## src/rtl/adder_pkg.sv

```systemverilog
// ---------------------------------------------------------------------------
// adder_pkg
// Shared constants and elaboration helpers for the pipelined adder.
//   ADDER_WIDTH  : default operand/result width in bits
//   ADDER_STAGES : default number of pipeline stages
//   chunk_width  : bits added per stage (WIDTH / STAGES)
//   split_ok     : true when WIDTH splits evenly into STAGES >= 1 chunks
// ---------------------------------------------------------------------------
package adder_pkg;

  localparam int ADDER_WIDTH  = 16;
  localparam int ADDER_STAGES = 4;

  function automatic int chunk_width(input int width, input int stages);
    return width / stages;
  endfunction

  function automatic bit split_ok(input int width, input int stages);
    return (stages >= 1) && (width >= stages) && ((width % stages) == 0);
  endfunction

endpackage

```

## src/rtl/pipelined_adder_if.sv

```systemverilog
// ---------------------------------------------------------------------------
// pipelined_adder_if
// Operand and result bundle for pipelined_adder.
//   in_valid / in_ready       : operand handshake (producer -> adder)
//   a, b, cin, sub            : operands and mode, qualified by in_valid
//   out_valid / out_ready     : result handshake (adder -> consumer)
//   sum, cout, ovf            : result fields, qualified by out_valid
// Handshake rule (both directions): a transfer happens on a rising clock edge
// where valid and ready are both high. A source holds valid and its payload
// steady until that transfer; ready may depend combinationally on the other
// side's valid, never the other way round.
// Modports: master = operand producer / result consumer, slave = the adder.
// ---------------------------------------------------------------------------
interface pipelined_adder_if
  import adder_pkg::*;
#(
  parameter int WIDTH = ADDER_WIDTH
);

  logic             in_valid;
  logic             in_ready;
  logic [WIDTH-1:0] a;
  logic [WIDTH-1:0] b;
  logic             cin;
  logic             sub;
  logic             out_valid;
  logic             out_ready;
  logic [WIDTH-1:0] sum;
  logic             cout;
  logic             ovf;

  modport master (
    output in_valid, a, b, cin, sub, out_ready,
    input  in_ready, out_valid, sum, cout, ovf
  );

  modport slave (
    input  in_valid, a, b, cin, sub, out_ready,
    output in_ready, out_valid, sum, cout, ovf
  );

endinterface

```

## src/rtl/adder_chunk.sv

```systemverilog
// ---------------------------------------------------------------------------
// adder_chunk
// CHUNK-bit combinational ripple-carry adder built from full-adder equations.
//   a_i, b_i : chunk operands
//   c_i      : carry into bit 0
//   sum_o    : chunk sum
//   cout_o   : carry out of the chunk MSB
//   cmsb_o   : carry into the chunk MSB (signed overflow needs it)
// ---------------------------------------------------------------------------
module adder_chunk #(
  parameter int CHUNK = 4
) (
  input  logic [CHUNK-1:0] a_i,
  input  logic [CHUNK-1:0] b_i,
  input  logic             c_i,
  output logic [CHUNK-1:0] sum_o,
  output logic             cout_o,
  output logic             cmsb_o
);

  logic [CHUNK:0] carry;

  always_comb begin
    carry[0] = c_i;
    sum_o    = '0;
    for (int i = 0; i < CHUNK; i++) begin
      sum_o[i]     = a_i[i] ^ b_i[i] ^ carry[i];
      carry[i+1]   = (a_i[i] & b_i[i]) | (carry[i] & (a_i[i] ^ b_i[i]));
    end
  end

  assign cout_o = carry[CHUNK];
  assign cmsb_o = carry[CHUNK-1];

endmodule

```

## src/rtl/pipelined_adder.sv

```systemverilog
// ---------------------------------------------------------------------------
// pipelined_adder
// WIDTH-bit add/subtract with the carry chain cut into STAGES registered
// chunks; one result per clock, valid/ready on both sides, global stall.
//   clk  : rising-edge clock
//   rst  : synchronous active-high reset, dominates all other inputs
//   bus  : pipelined_adder_if slave (operands in, result out)
// Outputs come straight from the last stage registers; in_ready is the only
// combinational output and depends on out_valid/out_ready alone.
// ---------------------------------------------------------------------------
module pipelined_adder
  import adder_pkg::*;
#(
  parameter int WIDTH  = ADDER_WIDTH,
  parameter int STAGES = ADDER_STAGES
) (
  input  logic             clk,
  input  logic             rst,
  pipelined_adder_if.slave bus
);

  localparam int CHUNK = chunk_width(WIDTH, STAGES);

  if (!split_ok(WIDTH, STAGES)) begin : g_bad_split
    $fatal(1, "pipelined_adder: WIDTH must be a multiple of STAGES (STAGES >= 1)");
  end

  // Per-stage state. acc holds the partial result: chunks below and at the
  // stage index are finished sum bits, chunks above are still operand A.
  // opb is the (already inverted for subtract) B operand carried along.
  logic [STAGES-1:0]            valid_q, valid_d;
  logic [STAGES-1:0]            carry_q, carry_d;
  logic [STAGES-1:0]            cmsb_q,  cmsb_d;
  logic [STAGES-1:0][WIDTH-1:0] acc_q,   acc_d;
  logic [STAGES-1:0][WIDTH-1:0] opb_q,   opb_d;

  logic stall;

  // A valid result that nobody takes freezes the whole pipe.
  assign stall        = valid_q[STAGES-1] && !bus.out_ready;
  assign bus.in_ready = !stall;

  for (genvar k = 0; k < STAGES; k++) begin : g_stage
    logic             src_valid;
    logic             src_carry;
    logic [WIDTH-1:0] src_acc;
    logic [WIDTH-1:0] src_opb;
    logic [CHUNK-1:0] chunk_sum;
    logic             chunk_cout;
    logic             chunk_cmsb;
    logic [WIDTH-1:0] merged;

    if (k == 0) begin : g_src_in
      // Subtract is A + ~B + 1, so cin is overridden when sub=1.
      assign src_valid = bus.in_valid;
      assign src_acc   = bus.a;
      assign src_opb   = bus.b ^ {WIDTH{bus.sub}};
      assign src_carry = bus.sub | bus.cin;
    end else begin : g_src_prev
      assign src_valid = valid_q[k-1];
      assign src_acc   = acc_q[k-1];
      assign src_opb   = opb_q[k-1];
      assign src_carry = carry_q[k-1];
    end

    adder_chunk #(
      .CHUNK (CHUNK)
    ) u_chunk (
      .a_i    (src_acc[k*CHUNK +: CHUNK]),
      .b_i    (src_opb[k*CHUNK +: CHUNK]),
      .c_i    (src_carry),
      .sum_o  (chunk_sum),
      .cout_o (chunk_cout),
      .cmsb_o (chunk_cmsb)
    );

    // Overwrite operand chunk k with its sum; other chunks pass through.
    always_comb begin
      merged                   = src_acc;
      merged[k*CHUNK +: CHUNK] = chunk_sum;
    end

    assign valid_d[k] = src_valid;
    assign acc_d[k]   = merged;
    assign opb_d[k]   = src_opb;
    assign carry_d[k] = chunk_cout;
    assign cmsb_d[k]  = chunk_cmsb;
  end

  always_ff @(posedge clk) begin
    if (rst) begin
      valid_q <= '0;
      carry_q <= '0;
      cmsb_q  <= '0;
      acc_q   <= '0;
      opb_q   <= '0;
    end else if (!stall) begin
      valid_q <= valid_d;
      carry_q <= carry_d;
      cmsb_q  <= cmsb_d;
      acc_q   <= acc_d;
      opb_q   <= opb_d;
    end
  end

  assign bus.out_valid = valid_q[STAGES-1];
  assign bus.sum       = acc_q[STAGES-1];
  assign bus.cout      = carry_q[STAGES-1];
  // Only the last chunk's carry-into-MSB is the word's carry-into-MSB.
  assign bus.ovf       = carry_q[STAGES-1] ^ cmsb_q[STAGES-1];

  // Last-stage B and the inner stages' MSB carries are never consumed.
  logic unused_bits;
  assign unused_bits = ^{opb_q[STAGES-1], cmsb_q};

endmodule

```

## src/flat_wrapper.sv

```systemverilog
// flat-port wrapper written by rule: the top's interface ports become plain ports
module pipelined_adder_flat import adder_pkg::*;
#(
  parameter int WIDTH  = ADDER_WIDTH,
  parameter int STAGES = ADDER_STAGES
)
  (clk, rst, bus_in_valid, bus_a, bus_b, bus_cin, bus_sub, bus_out_ready, bus_in_ready, bus_out_valid, bus_sum, bus_cout, bus_ovf);
  pipelined_adder_if #(.WIDTH(WIDTH)) bus_i ();
  input  logic clk;
  input  logic rst;
  input wire logic [$bits(bus_i.in_valid)-1:0] bus_in_valid;
  input wire logic [$bits(bus_i.a)-1:0] bus_a;
  input wire logic [$bits(bus_i.b)-1:0] bus_b;
  input wire logic [$bits(bus_i.cin)-1:0] bus_cin;
  input wire logic [$bits(bus_i.sub)-1:0] bus_sub;
  input wire logic [$bits(bus_i.out_ready)-1:0] bus_out_ready;
  output wire logic [$bits(bus_i.in_ready)-1:0] bus_in_ready;
  output wire logic [$bits(bus_i.out_valid)-1:0] bus_out_valid;
  output wire logic [$bits(bus_i.sum)-1:0] bus_sum;
  output wire logic [$bits(bus_i.cout)-1:0] bus_cout;
  output wire logic [$bits(bus_i.ovf)-1:0] bus_ovf;
  assign bus_i.in_valid = bus_in_valid;
  assign bus_i.a = bus_a;
  assign bus_i.b = bus_b;
  assign bus_i.cin = bus_cin;
  assign bus_i.sub = bus_sub;
  assign bus_i.out_ready = bus_out_ready;
  assign bus_in_ready = bus_i.in_ready;
  assign bus_out_valid = bus_i.out_valid;
  assign bus_sum = bus_i.sum;
  assign bus_cout = bus_i.cout;
  assign bus_ovf = bus_i.ovf;
  pipelined_adder #(.WIDTH(WIDTH), .STAGES(STAGES)) u_core (.clk(clk), .rst(rst), .bus(bus_i));
endmodule
```

## config.mk

```make
export PLATFORM = sky130hd
export DESIGN_NAME = pipelined_adder_flat
export DESIGN_NICKNAME = d
export VERILOG_FILES = /design/src/rtl/adder_pkg.sv /design/src/rtl/pipelined_adder_if.sv /design/src/rtl/adder_chunk.sv /design/src/rtl/pipelined_adder.sv /design/src/flat_wrapper.sv
export SDC_FILE = /design/constraint.sdc
export NUM_CORES = 1
export LEC_CHECK = 0
export CAP_MARGIN = 15
export CELL_PAD_IN_SITES_DETAIL_PLACEMENT = 1
export CELL_PAD_IN_SITES_GLOBAL_PLACEMENT = 2
export CORE_MARGIN = 2
export CORE_UTILIZATION = 32
export DETAILED_ROUTE_END_ITERATION = 7
export PLACE_DENSITY = 0.87
export SLEW_MARGIN = 25
export SYNTH_ARGS = -nofsm -noshare
export SYNTH_HDL_FRONTEND = slang
export SYNTH_SLANG_ARGS = --single-unit
```

## constraint.sdc

```tcl
create_clock -name clk -period 3.8 [get_ports clk]
set_clock_uncertainty 0.15 [all_clocks]
set_input_delay 0.57 -clock clk [delete_from_list [all_inputs] [get_ports clk]]
set_output_delay 0.57 -clock clk [all_outputs]
set_load 0.1 [all_outputs]
```

* After elaboration in Yosys (flattened, before gate mapping)
Index checks and enable logic that the tools add are counted.
W data, S select, Z words.
** Storage, ports and cells
- Word-level logic and storage cells :: 96
- Bits of input ports :: 38
- Output and inout port bits :: 20
- Bits in registers :: 124
** Operators by class
- Bitwise logic cells :: 83
- Reduce and logical (&&, ||, !) cells :: 3
** Operators with widths (number)
- $xor A1 B1 Y1 :: 33
- $and A1 B1 Y1 :: 32
- $or A1 B1 Y1 :: 17
- $xor A16 B16 Y16 :: 1
- $logic_not A1 Y1 :: 2
- $logic_and A1 B1 Y1 :: 1

* Logic depth before layout (Yosys ltp)
Gate-level depths: netlist of the first run.
- Word-level depth :: 10
- Mapped depth :: 12
- Gate-level depth less buffers :: 10

* Modules after synthesis
Synthesis of the first run repeated with hierarchy kept, for this count alone.
** Unflattened totals
- Cells, all modules :: 477
- Area total of the unflattened synthesis :: 4002.6 um2
** By module, submodules not included
- pipelined_adder :: area an instance 3562.2 um2, cells an instance 429, seq. area each 1941.9 um2, times used 1
- adder_chunk :: area an instance 110.1 um2, cells an instance 12, seq. area each 0.0 um2, times used 4

* Worst setup path after synthesis of the first run
Ideal clock, no wire load.
- Kind :: reg-to-output
- From :: register u_core.carry_q[3]
- To :: output port bus_ovf
- Data required time :: 3.080 ns
- Path buffers :: 0
- Path slack :: 0.620 ns
- Cell stages (with the launch flop) :: 2
- Data arrival time :: 2.460 ns
- Cell sequence :: dfxtp_1 xor2_1
** Between the ends
- Cells in the longest elaborated chain, start to end :: 1
** Ends and longest elaborated chain
- from (decl) :: RTL line pipelined_adder.sv:32 : logic [STAGES-1:0] carry_q, carry_d;
- from (signal assigned) :: RTL line pipelined_adder.sv:99 : carry_q <= carry_d;
- $xor A1 B1 Y1 :: RTL line pipelined_adder.sv:110 : assign bus.ovf = carry_q[STAGES-1] ^ cmsb_q[STAGES-1];
- to (decl) :: RTL line flat_wrapper.sv:21 : output wire logic [$bits(bus_i.ovf)-1:0] bus_ovf;
Every way passes these cells.

* Worst setup path after layout of the first run
- From :: input port bus_sub
- To :: register u_core.acc_q, in the netlist u_core.g_stage[1].src_acc[3]
** Between the ends
- Cells in the longest elaborated chain, start to end :: 9
- Elaborated cells on any way between the ends :: 16
- Classes of those cells :: bitwise (16)
** Ends and longest elaborated chain
- from (decl) :: RTL line flat_wrapper.sv:15 : input wire logic [$bits(bus_i.sub)-1:0] bus_sub;
- $xor A16 B16 Y16 :: RTL line pipelined_adder.sv:57 : assign src_opb = bus.b ^ {WIDTH{bus.sub}};
- $xor A1 B1 Y1 :: RTL line adder_chunk.sv:28 : carry[i+1] = (a_i[i] & b_i[i]) | (carry[i] & (a_i[i] ^ b_i[i]));
- $and A1 B1 Y1 :: RTL line adder_chunk.sv:28
- $or A1 B1 Y1 :: RTL line adder_chunk.sv:28
- $and A1 B1 Y1 :: RTL line adder_chunk.sv:28
- $or A1 B1 Y1 :: RTL line adder_chunk.sv:28
- $and A1 B1 Y1 :: RTL line adder_chunk.sv:28
- $or A1 B1 Y1 :: RTL line adder_chunk.sv:28
- $xor A1 B1 Y1 (*) :: RTL line adder_chunk.sv:27 : sum_o[i] = a_i[i] ^ b_i[i] ^ carry[i];
- via u_core.g_stage[0].chunk_sum[3] :: RTL line pipelined_adder.sv:48 : logic [CHUNK-1:0] chunk_sum;
- to (signal assigned) :: RTL line pipelined_adder.sv:95 : acc_q <= '0;
- to (signal assigned) :: RTL line pipelined_adder.sv:101 : acc_q <= acc_d;
- to (decl) :: RTL line pipelined_adder.sv:34 : logic [STAGES-1:0][WIDTH-1:0] acc_q, acc_d;
Mark *: on every way through the listed nets, which the timed path passes. The rest lies on a longest branch.
A chain may end at the register's enable or synchronous reset.

==> results of run 1 <==
[routing by layer]
metal	wire length, µm	GRT usage, %
met1	3900	17.3
met2	3910	21.6
met3	363	3.29
met4	163	6.19
met5	0	0
[flip-flops by register name, summed over array words and instances, names as in the netlist]
register	flops
u_core.g_stage.src_opb	24
u_core.cmsb_q	1
u_core.bus.sum	16
u_core.valid_q	4
u_core.g_stage.src_acc	48
u_core.carry_q	4
[synthesized netlist by cell type, drive strengths merged]
master,number
inv,26
nand2,146
nor2,26
a21oi,73
xor2,5
nor2b,1
xnor2,12
fa,16
buf,25
a211oi,23
clkbuf,9
dfxtp,97
[final cells by class]
type / count / area [µm²]
flip-flops and latches: 97 / 1940
well taps: 168 / 210
clock buffers: 11 / 253
inverters: 26 / 100
repair buffers: 61 / 612
multi-input cells: 302 / 1760
clock inverters: 1 / 5.00
fillers: 1466 / 7230
[per-stage QoR]
stage / power, W / cells / cell area, µm² / worst slack [ps] / utilization (%)
finish: 0.00222 / 666 / 4880 / 706 / 40.3
global route: 0.00232 / 666 / 4880 / 577 / 40.3
CTS: 0.00225 / 666 / 4880 / 671 / 40.3
detailed placement: 0.00143 / 654 / 4620 / 314 / 38.2
global placement: 0.00142 / 654 / 4620 / 439 / 38.2
floorplan: 0.00133 / 459 / 4000 / 620 / -
[report_power, final]
group          leakage (nW)  total (W)  internal [W]  switching [W]
Sequential            0.797    0.00112       0.00108      0.0000345
Clock                 0.129   0.000815      0.000463       0.000352
Combinational         0.904   0.000283      0.000118       0.000166
[worst paths after layout]
path / start / end / slack (ps) / depth (start not counted)
worst min-delay path: u_core.g_stage[3].src_acc[14] / u_core.g_stage[3].src_acc[14] / 300 / 2
worst max register to register: u_core.carry_q[2] / u_core.bus.sum[15] / 1330 / 8
worst max-delay path: bus_sub / u_core.g_stage[1].src_acc[3] / 710 / 11
worst min register to register: u_core.g_stage[3].src_acc[14] / u_core.g_stage[3].src_acc[14] / 300 / 2
[worst min-delay path: cells and delay by family, from the launching register on]
| family | cells | cell delay [ps] |
|---|---|---|
| compound gates | 1 | 50 |
| simple gates | 1 | 50 |
| flops | 1 | 300 |
[cell families after synthesis]
logic type / Yosys count / share of synthesized area [%]
fa+ha+maj: 16 / 8.01
buf+inv: 60 / 7.54
compound gates: 96 / 15.8
simple gates: 173 / 16.3
flops: 97 / 48.6
xor+xnor: 17 / 3.72
==> results by group, run 1 <==
Timing
  – Fmax: 323 MHz
  – Unrepaired setup endpoints after global routing: no
  – Slew margin rel.: 34.2%
  – Period minus WS final: 3090 ps
  – Hold WS: 299 ps
  – Final setup viols: 0
  – Fin. Hold Viols: 0
  – Fin Setup TNS: 0 ps
  – Worst-Margin Slew: 984 ps
  – Final period util: 81.4%
  – Max Slew Vio Count: 0

Clocking
  – CTS tree: done
  – CTS sink count: 97
  – CTS HTree Levels: 3
  – Post-cts resize count: 0
  – Post-CTS Setup Bufs: 0
  – Clock Latency Late Sink: 340 ps
  – Clock root buffer master: clkbuf_16
  – Num CTS Buffers: 9
  – Max clock buf depth: 2
  – Reg clk slew, reported paths: 60 ps
  – Hold Buf Count CTS: 0

Layout
  – Synth-to-Final Area Change: 22.2%
  – Most common cell after layout, fill and taps aside: nand2_1
  – Share of layout cells above drive strength 1: 7.83%
  – Final net count: 551
  – Most frequent cells in the layout: 146 x nand2_1, 97 x dfxtp_1, 73 x a21oi_1, 55 x clkdlybuf4s50_1, 26 x nor2_1
  – Ant. Diodes: 0

Detailed routing
  – DR vias/cell: 4.48
  – ANT nets after route: 0
  – First-pass DRT Iterations: 4
  – DRT Wirelength: 8.33 mm
  – Drt first-iter violations: 120
  – Final routed DRC violation total: 0
  – Via count: 2985
  – DR WL/cell: 12.5 µm

Critical path
  – Most common cell on crit path: fa_1
  – Max stage delay on crit path: 700 ps
  – Arrival @ worst endpoint: 3130 ps
  – CP max FO: 6
  – WP data required: 3840 ps
  – CP Cell Sequence: clkdlybuf4s50_1 > xnor2_1 > fa_1 > inv_1 > fa_1 > inv_1 > fa_1 > inv_1 > fa_1 > nand2_1 > a21oi_1
  – CP Buf/Inv Count: 4
  – Crit-path slowest cell: clkdlybuf4s50_1
  – Critical Path Start Type: primary input
  – Crit Path Class: in -> reg
  – Setup crit end kind: flop
  – Top delay family on crit path: adder cells

Floorplanning
  – # rows: 40
  – Die area: 0.0134 mm²
  – Core area: 0.0121 mm²
  – Die W: 116 µm
  – Ports: 58
  – Initial Util: 33.0%
  – Die Span Y: 116 µm

Hold path
  – Hold WC Path Type: reg -> reg

Synth
  – Post-synth top area cell: dfxtp_1
  – Post-Syn Area: 0.00400 mm²
  – Cell count after synthesis: 459
  – Synth Warn #: 0
  – Mapped Nets: 513
  – Synth top area share: 48.6%
  – Sequential area share after synthesis: 48.6%
  – Ranking of synthesized cells by area: dfxtp_1 49%, nand2_1 14%, a21oi_1 9.1%
  – Flops & latches, synth: 97
  – Synth cell types: 17
  – Mean Syn Cell Area: 8.71 µm²

Global route
  – Vias in the first global route: 3076
  – Maximum number of pins on one net before global-route repair: 98
  – Initial antenna violation count: 0
  – Total congestion overflow: 0
  – First-pass GRT wire length: 14.2 mm
  – Total GRT Usage: 13.5%

Job
  – Max cap viols: 0

Pwr
  – Peak supply drop: 255 µV
  – Pwr Density: 454 mW/mm²
  – Leak pwr: 1.83 nW

Placed design
  – Final GP Congestion: 0.719
  – Port Buffers: 57
  – Post-DP HPWL: 5.34 mm

Outcome
  – Run status: finished, final reports clean
(Power assumes the default switching activity.)
==> run 2: changes to the inputs <==
CORE_UTILIZATION = 29   (was 32)
PLACE_DENSITY = 0.83   (was 0.87)
clock period = 2.6 ns   (was 3.8 ns; I/O delays follow)
==> run 2 against run 1 <==
Net effect: critical path depth is 1 higher; non-clock buffer count is 6 higher; sequential share of layout area down 1.3 points; combinational power rose by 51%; die area rose by 10%; design area rose by 3.4%; core utilization down 2.5 points; critical endpoint unchanged; highest routed layer unchanged.
==> results by group, run 2 (synthesis results as in run 1) <==
Layout
  – Most common cell after layout, fill and taps aside: nand2_1 (unchanged)
  – Finished layout cell area: 0.00505 mm² (was 0.00488 mm²)
  – # fillers: 1598 (was 1466)
  – Fin util: 37.8% (was 40.3%)
  – Share of layout cells above drive strength 1: 14.0% (was 7.83%)
  – Number of flip-flops in the largest register: 48 (unchanged)
  – Most frequent cells in the layout: 146 x nand2_1, 97 x dfxtp_1, 73 x a21oi_1, 34 x clkdlybuf4s50_1, 26 x nor2_1 (was 146 x nand2_1, 97 x dfxtp_1, 73 x a21oi_1, 55 x clkdlybuf4s50_1, 26 x nor2_1)
  – Ant. Diodes: 0 (unchanged)
  – Synth-to-Final Area Change: 26.3% (was 22.2%)
  – Final net count: 557 (was 551)

Detailed routing
  – First-pass DRT Iterations: 4 (unchanged)
  – Top layer in use: met4 (unchanged)
  – DRT Wirelength: 9.10 mm (was 8.33 mm)
  – Met2 WL post-DR: 4.30 mm (was 3.91 mm)
  – DR vias/cell: 4.41 (was 4.48)
  – Met3 routed WL: 295 µm (was 363 µm)
  – ANT nets after route: 0 (unchanged)
  – Wire length on met1: 4.39 mm (was 3.90 mm)
  – Drt first-iter violations: 119 (was 120)
  – Via count: 3014 (was 2985)
  – DR WL/cell: 13.3 µm (was 12.5 µm)
  – Final routed DRC violation total: 0 (unchanged)

Timing
  – Unrepaired setup endpoints after global routing: no (unchanged)
  – Fin Setup TNS: 0 ps (unchanged)
  – Final period util: 95.2%
  – Worst-Margin Slew: 383 ps (was 984 ps)
  – Period minus WS final: 2480 ps
  – Final WS setup: 124 ps (was 706 ps)
  – Final setup viols: 0 (unchanged)
  – Fmax: 404 MHz
  – Max Slew Vio Count: 0 (unchanged)
  – Slew margin rel.: 74.5% (was 34.2%)
  – Hold WS: 294 ps (was 299 ps)
  – Fin. Hold Viols: 0 (unchanged)

Global route
  – Initial antenna violation count: 0 (unchanged)
  – Total GRT Usage: 13.3% (was 13.5%)
  – Total congestion overflow: 0 (unchanged)
  – Maximum number of pins on one net before global-route repair: 79 (was 98)
  – Vias in the first global route: 3197 (was 3076)
  – First-pass GRT wire length: 15.5 mm (was 14.2 mm)

Placed design
  – Final GP Congestion: 0.706 (was 0.719)
  – Port Buffers: 57 (unchanged)
  – Placed inst area: 0.00470 mm² (was 0.00462 mm²)
  – Place WS: -461 ps (was 314 ps)
  – Post-DP HPWL: 6.00 mm (was 5.34 mm)

Pwr
  – Pwr Density: 711 mW/mm² (was 454 mW/mm²)
  – NetSw: 0.000864 W (was 0.000552 W)
  – Peak supply drop: 397 µV (was 255 µV)
  – Seq pwr share: 45.5% (was 50.5%)
  – Leak pwr: 1.97 nW (was 1.83 nW)
  – Gate power share: 11.9% (was 12.8%)
  – Switching share of power: 24.1% (was 24.9%)
  – Clock power frac: 42.6% (was 36.8%)
  – Internal power: 0.00273 W (was 0.00167 W)

Floorplanning
  – Die Span Y: 121 µm (was 116 µm)
  – Initial Util: 29.9% (was 33.0%)
  – Die W: 121 µm (was 116 µm)
  – Core area: 0.0133 mm² (was 0.0121 mm²)
  – Die area: 0.0147 mm² (was 0.0134 mm²)
  – # rows: 42 (was 40)
  – Ports: 58 (unchanged)

Hold path
  – Hold WC Path Type: in -> reg (was reg -> reg)

Critical path
  – WP data required: 2670 ps (was 3840 ps)
  – Critical Path Start Type: primary input (unchanged)
  – CP max FO: 3 (was 6)
  – Arrival @ worst endpoint: 2540 ps (was 3130 ps)
  – Setup crit end kind: flop (unchanged)
  – Crit Path Class: in -> reg (unchanged)

Clocking
  – Clock root buffer master: clkbuf_16 (unchanged)
  – CTS sink count: 97 (unchanged)
  – CTS tree: done (unchanged)
  – Max clock buf depth: 2 (unchanged)
  – CTS HTree Levels: 3 (unchanged)
  – Reg clk slew, reported paths: 70 ps (was 60 ps)
  – Hold Buf Count CTS: 0 (unchanged)
  – Clock Latency Late Sink: 340 ps (about the same)
  – Num CTS Buffers: 9 (unchanged)

Outcome
  – Run status: finished, final reports clean (unchanged)

Job
  – Max cap viols: 0 (unchanged)
==> run 2: worst max-delay path, cell delays in order <==
cell and delay (ps):
dlygate4sd2_1 270, buf_6 140, xnor2_2 140, fa_2 350
inv_1 80, fa_1 160, inv_1 50, fa_1 350
inv_1 80, fa_1 410, nand2_1 80, a21oi_1 60
==> run 2: final cells by class <==
class	count	area (µm²)	area share [%]
clock buffer	11	243	4.81
clock inverter	5	103	2.03
inverter	26	100	1.98
multi-input combinational	302	1780	35.3
sequential	97	1940	38.5
tap	176	220	4.36
timing repair buffer	67	661	13.1
==> run 2: what timing repair did <==
action / in CTS / in global routing
setup endpoints to repair: 1 / 2
buffers inserted: 0 / 0
resized for setup: 2 / 2
==> run 2: power by group through the flow <==
stage	sequential [W]	clock (W)	combinational [W]
2_1_floorplan	0.00174	0	0.000216
5_1_grt	0.00165	0.00163	0.000475
4_1_cts	0.00164	0.00157	0.000433
3_5_place_dp	0.00167	0	0.000429
3_3_place_gp	0.00166	0	0.000417
6_report	0.00164	0.00153	0.000426
==> run 2: metal layers <==
metal	vias up	GRT usage, %
met3	10	2.58
li1	1537	-
met2	39	21.5
met1	1428	17.5
met5	-	0
met4	0	5.17
==> run 2: path summary, 6_finish.rpt <==
kind / start / endpoint / slack (ps) / depth (start not counted)
setup / recovery: bus_sub / u_core.g_stage[1].src_acc[3] / 120 / 12
hold reg to reg: u_core.bus.sum[6] / u_core.bus.sum[6] / 300 / 2
hold / removal: rst / u_core.g_stage[3].src_acc[2] / 290 / 2
setup reg to reg: u_core.carry_q[0] / u_core.g_stage[2].src_acc[7] / 130 / 8
==> run 2: through the flow <==
stage	total power, W	std cells
final	0.00359	684
after detailed placement	0.00210	668
after global routing	0.00375	684
after global placement	0.00208	668
after CTS	0.00364	684
after floorplan	0.00195	459
==> patch 1, RTL diff (config.mk and constraints of run 1) <==
Set the package constant `ADDER_STAGES` to 8 (it was 4).
--- a/src/rtl/adder_pkg.sv
+++ b/src/rtl/adder_pkg.sv
@@ -9,7 +9,7 @@
 package adder_pkg;
 
   localparam int ADDER_WIDTH  = 16;
-  localparam int ADDER_STAGES = 4;
+  localparam int ADDER_STAGES = 8;
 
   function automatic int chunk_width(input int width, input int stages);
     return width / stages;
Function: changed (a bounded check fails within 10 cycles, from zero or initial values and one cycle with rst high).
==> patch 1 against run 1 <==
  * First-iteration DRC count up 100%
  * Worst setup slack gained 220 ps
  * Combinational power decreased by 29%
  * Fmax grew 7.6%
  * Sequential cell count rose by 104
  * Critical path depth decreased by 9
  * Wire length up 82%
  * Sequential power rose by 97%
  * Count of clock-buffer cells in the layout up 20
  * Power grew 100%
  * Design area increased by 82%
  * Synthesized area is 87% higher
  * Via count up 88%
==> patch 1: results <==
{
  "dp_cells": 1216,
  "period_share": 0.756,
  "inverters": 33,
  "avgViaCountPerCell": 4.46,
  "nFillCells": 2779,
  "postSynthAreaPerCell_sq_um": 8.27,
  "grt_max_degree": 173,
  "comb.multi_input.count": 604,
  "reg2reg_depth": 4,
  "clockBufferDepth": 3,
  "critPathMaxFanout": 3,
  "synth_compound_area_frac": 0.145,
  "nFlopsAndLatches": 201,
  "synth.distinct_cells": 15,
  "pre_cts_ws_ps": 944,
  "cts_made_buffers": 22,
  "yosysSeqAreaShare": 0.537,
  "gp_congestion": 0.680,
  "netlist_area_sq_mm": 0.00749,
  "status": "complete, no violations",
  "cp-startpoint": "u_core.carry_q[7]$_SDFFE_PP0N_",
  "cp.arrival_ps": 2150,
  "regToRegSetupSlack_ps": 1940,
  "syn-num-nets": 960,
  "clkCellAreaFrac": 0.0792,
  "cpPeakStageDelay_ps": 1140,
  "grt_pass1_vias": 5710,
  "grt_pass1_wl_microns": 26200,
  "place_area_sq_mm": 0.00818,
  "holdWs_ps": 299,
  "worst_pin_slew_ps": 991,
  "hold_end": "u_core.g_stage[3].src_acc[7]$_SDFFE_PP0N_",
  "clk_latency_ps": 500,
  "routed_wirelength_microns": 15200,
  "p_per_area_mw_per_mm2": 501,
  "synthTopCellsByCount": "334 x nand2_1, 201 x dfxtp_1, 167 x a21oi_1, 36 x nor2_1, 33 x a211oi_1",
  "grt_usage": 0.126,
  "multi_input_area_share": 0.333,
  "htreeDepth": 1,
  "ir_drop_v": 0.000211,
  "cp-endpoint": "bus_ovf",
  "seq_area_frac": 0.453,
  "min-delay-start": "u_core.g_stage[3].src_acc[7]$_SDFFE_PP0N_",
  "synthAdderAreaFrac": 0.0427,
  "drive_gt1_frac": 0.0510,
  "synthXorXnorAreaFrac": 0.0199
}
## patch 1: cell types whose count changed in the layout (fill, tap and decap cells not counted), moves of 7 or more
cell and delta:
a21oi_1 +94, a211oi_1 +29, nor2_1 +10, a211oi_2 -19, clkbuf_16 +14, inv_1 +7, dfxtp_1 +104, nand2_1 +188
## patch 1: routing by layer
layer | up-vias | GRT usage | part of all wire
met1 | 2574 | 0.157 | 0.48
met4 | 0 | 0.0394 | 0.016
met3 | 22 | 0.0248 | 0.044
met5 | - | 0 | 0
met2 | 75 | 0.218 | 0.46
li1 | 2927 | - | -
## patch 1: worst register-to-register path: stages, from the launching register on
cell,delay (ps)
dfxtp_1,330
fa_1,540
fa_1,580
nand2_1,50
a21oi_1,140
## patch 1: where the power goes
| part | leakage [nW] | switching (mW) | internal (mW) |
|---|---|---|---|
| combinational | 1.08 | 0.106 | 0.0938 |
| sequential | 1.64 | 0.0335 | 2.18 |
| clock | 0.353 | 0.829 | 1.21 |
==> patch 2, RTL diff (config.mk and constraints of run 1) <==
Without the edit above. Put a register stage on the output `bus.ovf`, without a reset. The value now appears one clock later.
--- a/src/rtl/pipelined_adder.sv
+++ b/src/rtl/pipelined_adder.sv
@@ -107,7 +107,9 @@
   assign bus.sum       = acc_q[STAGES-1];
   assign bus.cout      = carry_q[STAGES-1];
   // Only the last chunk's carry-into-MSB is the word's carry-into-MSB.
-  assign bus.ovf       = carry_q[STAGES-1] ^ cmsb_q[STAGES-1];
+  always_ff @(posedge clk) begin
+    bus.ovf <= carry_q[STAGES-1] ^ cmsb_q[STAGES-1];
+  end
 
   // Last-stage B and the inner stages' MSB carries are never consumed.
   logic unused_bits;
Function: changed (Yosys sat finds a counterexample within 10 cycles, from zero or initial values and one cycle with rst high).
==> patch 2 against run 1 <==
  * Core utilization is 0.46 points higher
  * Count of clock-buffer cells in the layout is 1 lower
  * Sequential cell count is 1 higher
  * Synthesized cell count is 0.22% higher
  * Synthesized area is 0.50% higher
  * Power is 4.7% higher
  * Design area is 1.2% higher
  * Clock power is 11% higher
  * First-iteration DRC count is 13% lower
  * Wire length is 6.3% higher
  * Final cell count is 0.75% higher
  * Worst setup slack better by 160 ps
==> patch 2: results <==
{
  "p_leak_nw": 1.85,
  "routed_wirelength_microns": 8860,
  "status": "complete, no violations",
  "syn-num-nets": 514,
  "hold_path_class": "flop to flop",
  "yosysWarnings": 0,
  "clk_latency_ps": 350,
  "grt_max_degree": 98,
  "synthTopCellsByCount": "146 x nand2_1, 98 x dfxtp_1, 73 x a21oi_1, 26 x nor2_1, 25 x inv_1",
  "cpPeakStageDelay_ps": 570,
  "fin_cells": 671,
  "grt_usage": 0.143,
  "grt_pass1_vias": 3084,
  "dp_hpwl_microns": 5700,
  "dp_cells": 655,
  "power_switching_uw": 597,
  "netlist_top_cells_area": "dfxtp_1 49%, nand2_1 14%, a21oi_1 9.1%, fa_1 8.0%, a211oi_2 5.9%",
  "yosysSeqAreaShare": 0.488,
  "slew_headroom": 0.344,
  "cp.arrival_ps": 2980,
  "drt_iter0_markers": 105,
  "synthCells": 460,
  "critPathMaxFanout": 4,
  "pre_cts_ws_ps": 475,
  "drive_gt1_frac": 0.0835,
  "grt_pass1_wl_microns": 15000,
  "antenna_found_initial": 0,
  "num_vias": 3018,
  "diodes": 0,
  "nNetsFinal": 552,
  "ir_drop_v": 0.000180,
  "gp_congestion": 0.736
}
[patch 2: cell types whose count changed in the layout (fill, tap and decap cells not counted)]
cell               run 1  this run
clkinv_2               1         2
clkbuf_1               0         1
clkbuf_8               2         0
bufinv_16              0         1
dfxtp_1               97        98
clkinvlp_4             0         1
inv_6                  0         2
[patch 2: metrics by stage]
step | hold WS [ps] | utilization | instance area (sq um)
after global placement | 288 | 0.383 | 4640
after CTS | 302 | 0.408 | 4940
final | 298 | 0.408 | 4940
after global routing | 318 | 0.408 | 4940
after detailed placement | 293 | 0.383 | 4640
after floorplan | 278 | - | 4020
[patch 2: worst paths after layout]
| check | startpoint | endpoint | slack [ps] | cells after the start |
|---|---|---|---|---|
| max | bus_sub | u_core.g_stage[1].src_acc[3]$_SDFFE_PP0N_ | 870 | 11 |
| min | u_core.bus.sum[1]$_SDFFE_PP0N_ | u_core.bus.sum[1]$_SDFFE_PP0N_ | 300 | 2 |
| min reg2reg | u_core.bus.sum[1]$_SDFFE_PP0N_ | u_core.bus.sum[1]$_SDFFE_PP0N_ | 300 | 2 |
| max reg2reg | u_core.carry_q[2]$_SDFFE_PP0N_ | u_core.bus.sum[15]$_SDFFE_PP0N_ | 1340 | 8 |
[patch 2: power groups by stage]
| stage | Sequential [mW] | Clock [mW] | Combinational [mW] |
|---|---|---|---|
| 6_report | 1.13 | 0.908 | 0.284 |
| 5_1_grt | 1.14 | 0.988 | 0.314 |
| 4_1_cts | 1.13 | 0.937 | 0.289 |
| 3_5_place_dp | 1.15 | 0 | 0.287 |
| 3_3_place_gp | 1.15 | 0 | 0.276 |
| 2_1_floorplan | 1.20 | 0 | 0.144 |
[patch 2: layout make-up]
class / count / area, sq um
clock buffers: 10 / 229
clock inverters: 6 / 65.1
fillers: 1462 / 7170
inverters: 26 / 100
multi-input cells: 302 / 1760
flip-flops and latches: 98 / 1960
well taps: 168 / 210
repair buffers: 61 / 612
[patch 2: worst min-delay path, cell delays in order (launching register included)]
cell,delay [ps]
dfxtp_1,310
nand2_1,50
a21oi_1,50
[patch 2: cells by family after synthesis]
logic type                 Yosys count  share of synthesized area
buffers and inverters               60                     0.0751
adders and majority gates           16                     0.0797
and+or+nand+nor                    173                      0.162
DFF                                 98                      0.488
xor gates and xnor gates            17                     0.0371
AOI/OAI and AO/OA                   96                      0.158
[patch 2: metal layers]
| layer | vias up | GRT usage | part of all wire |
|---|---|---|---|
| met4 | 0 | 0.0643 | 0.020 |
| met5 | - | 0 | 0 |
| met1 | 1435 | 0.180 | 0.46 |
| li1 | 1528 | - | - |
| met3 | 12 | 0.0303 | 0.033 |
| met2 | 43 | 0.237 | 0.49 |
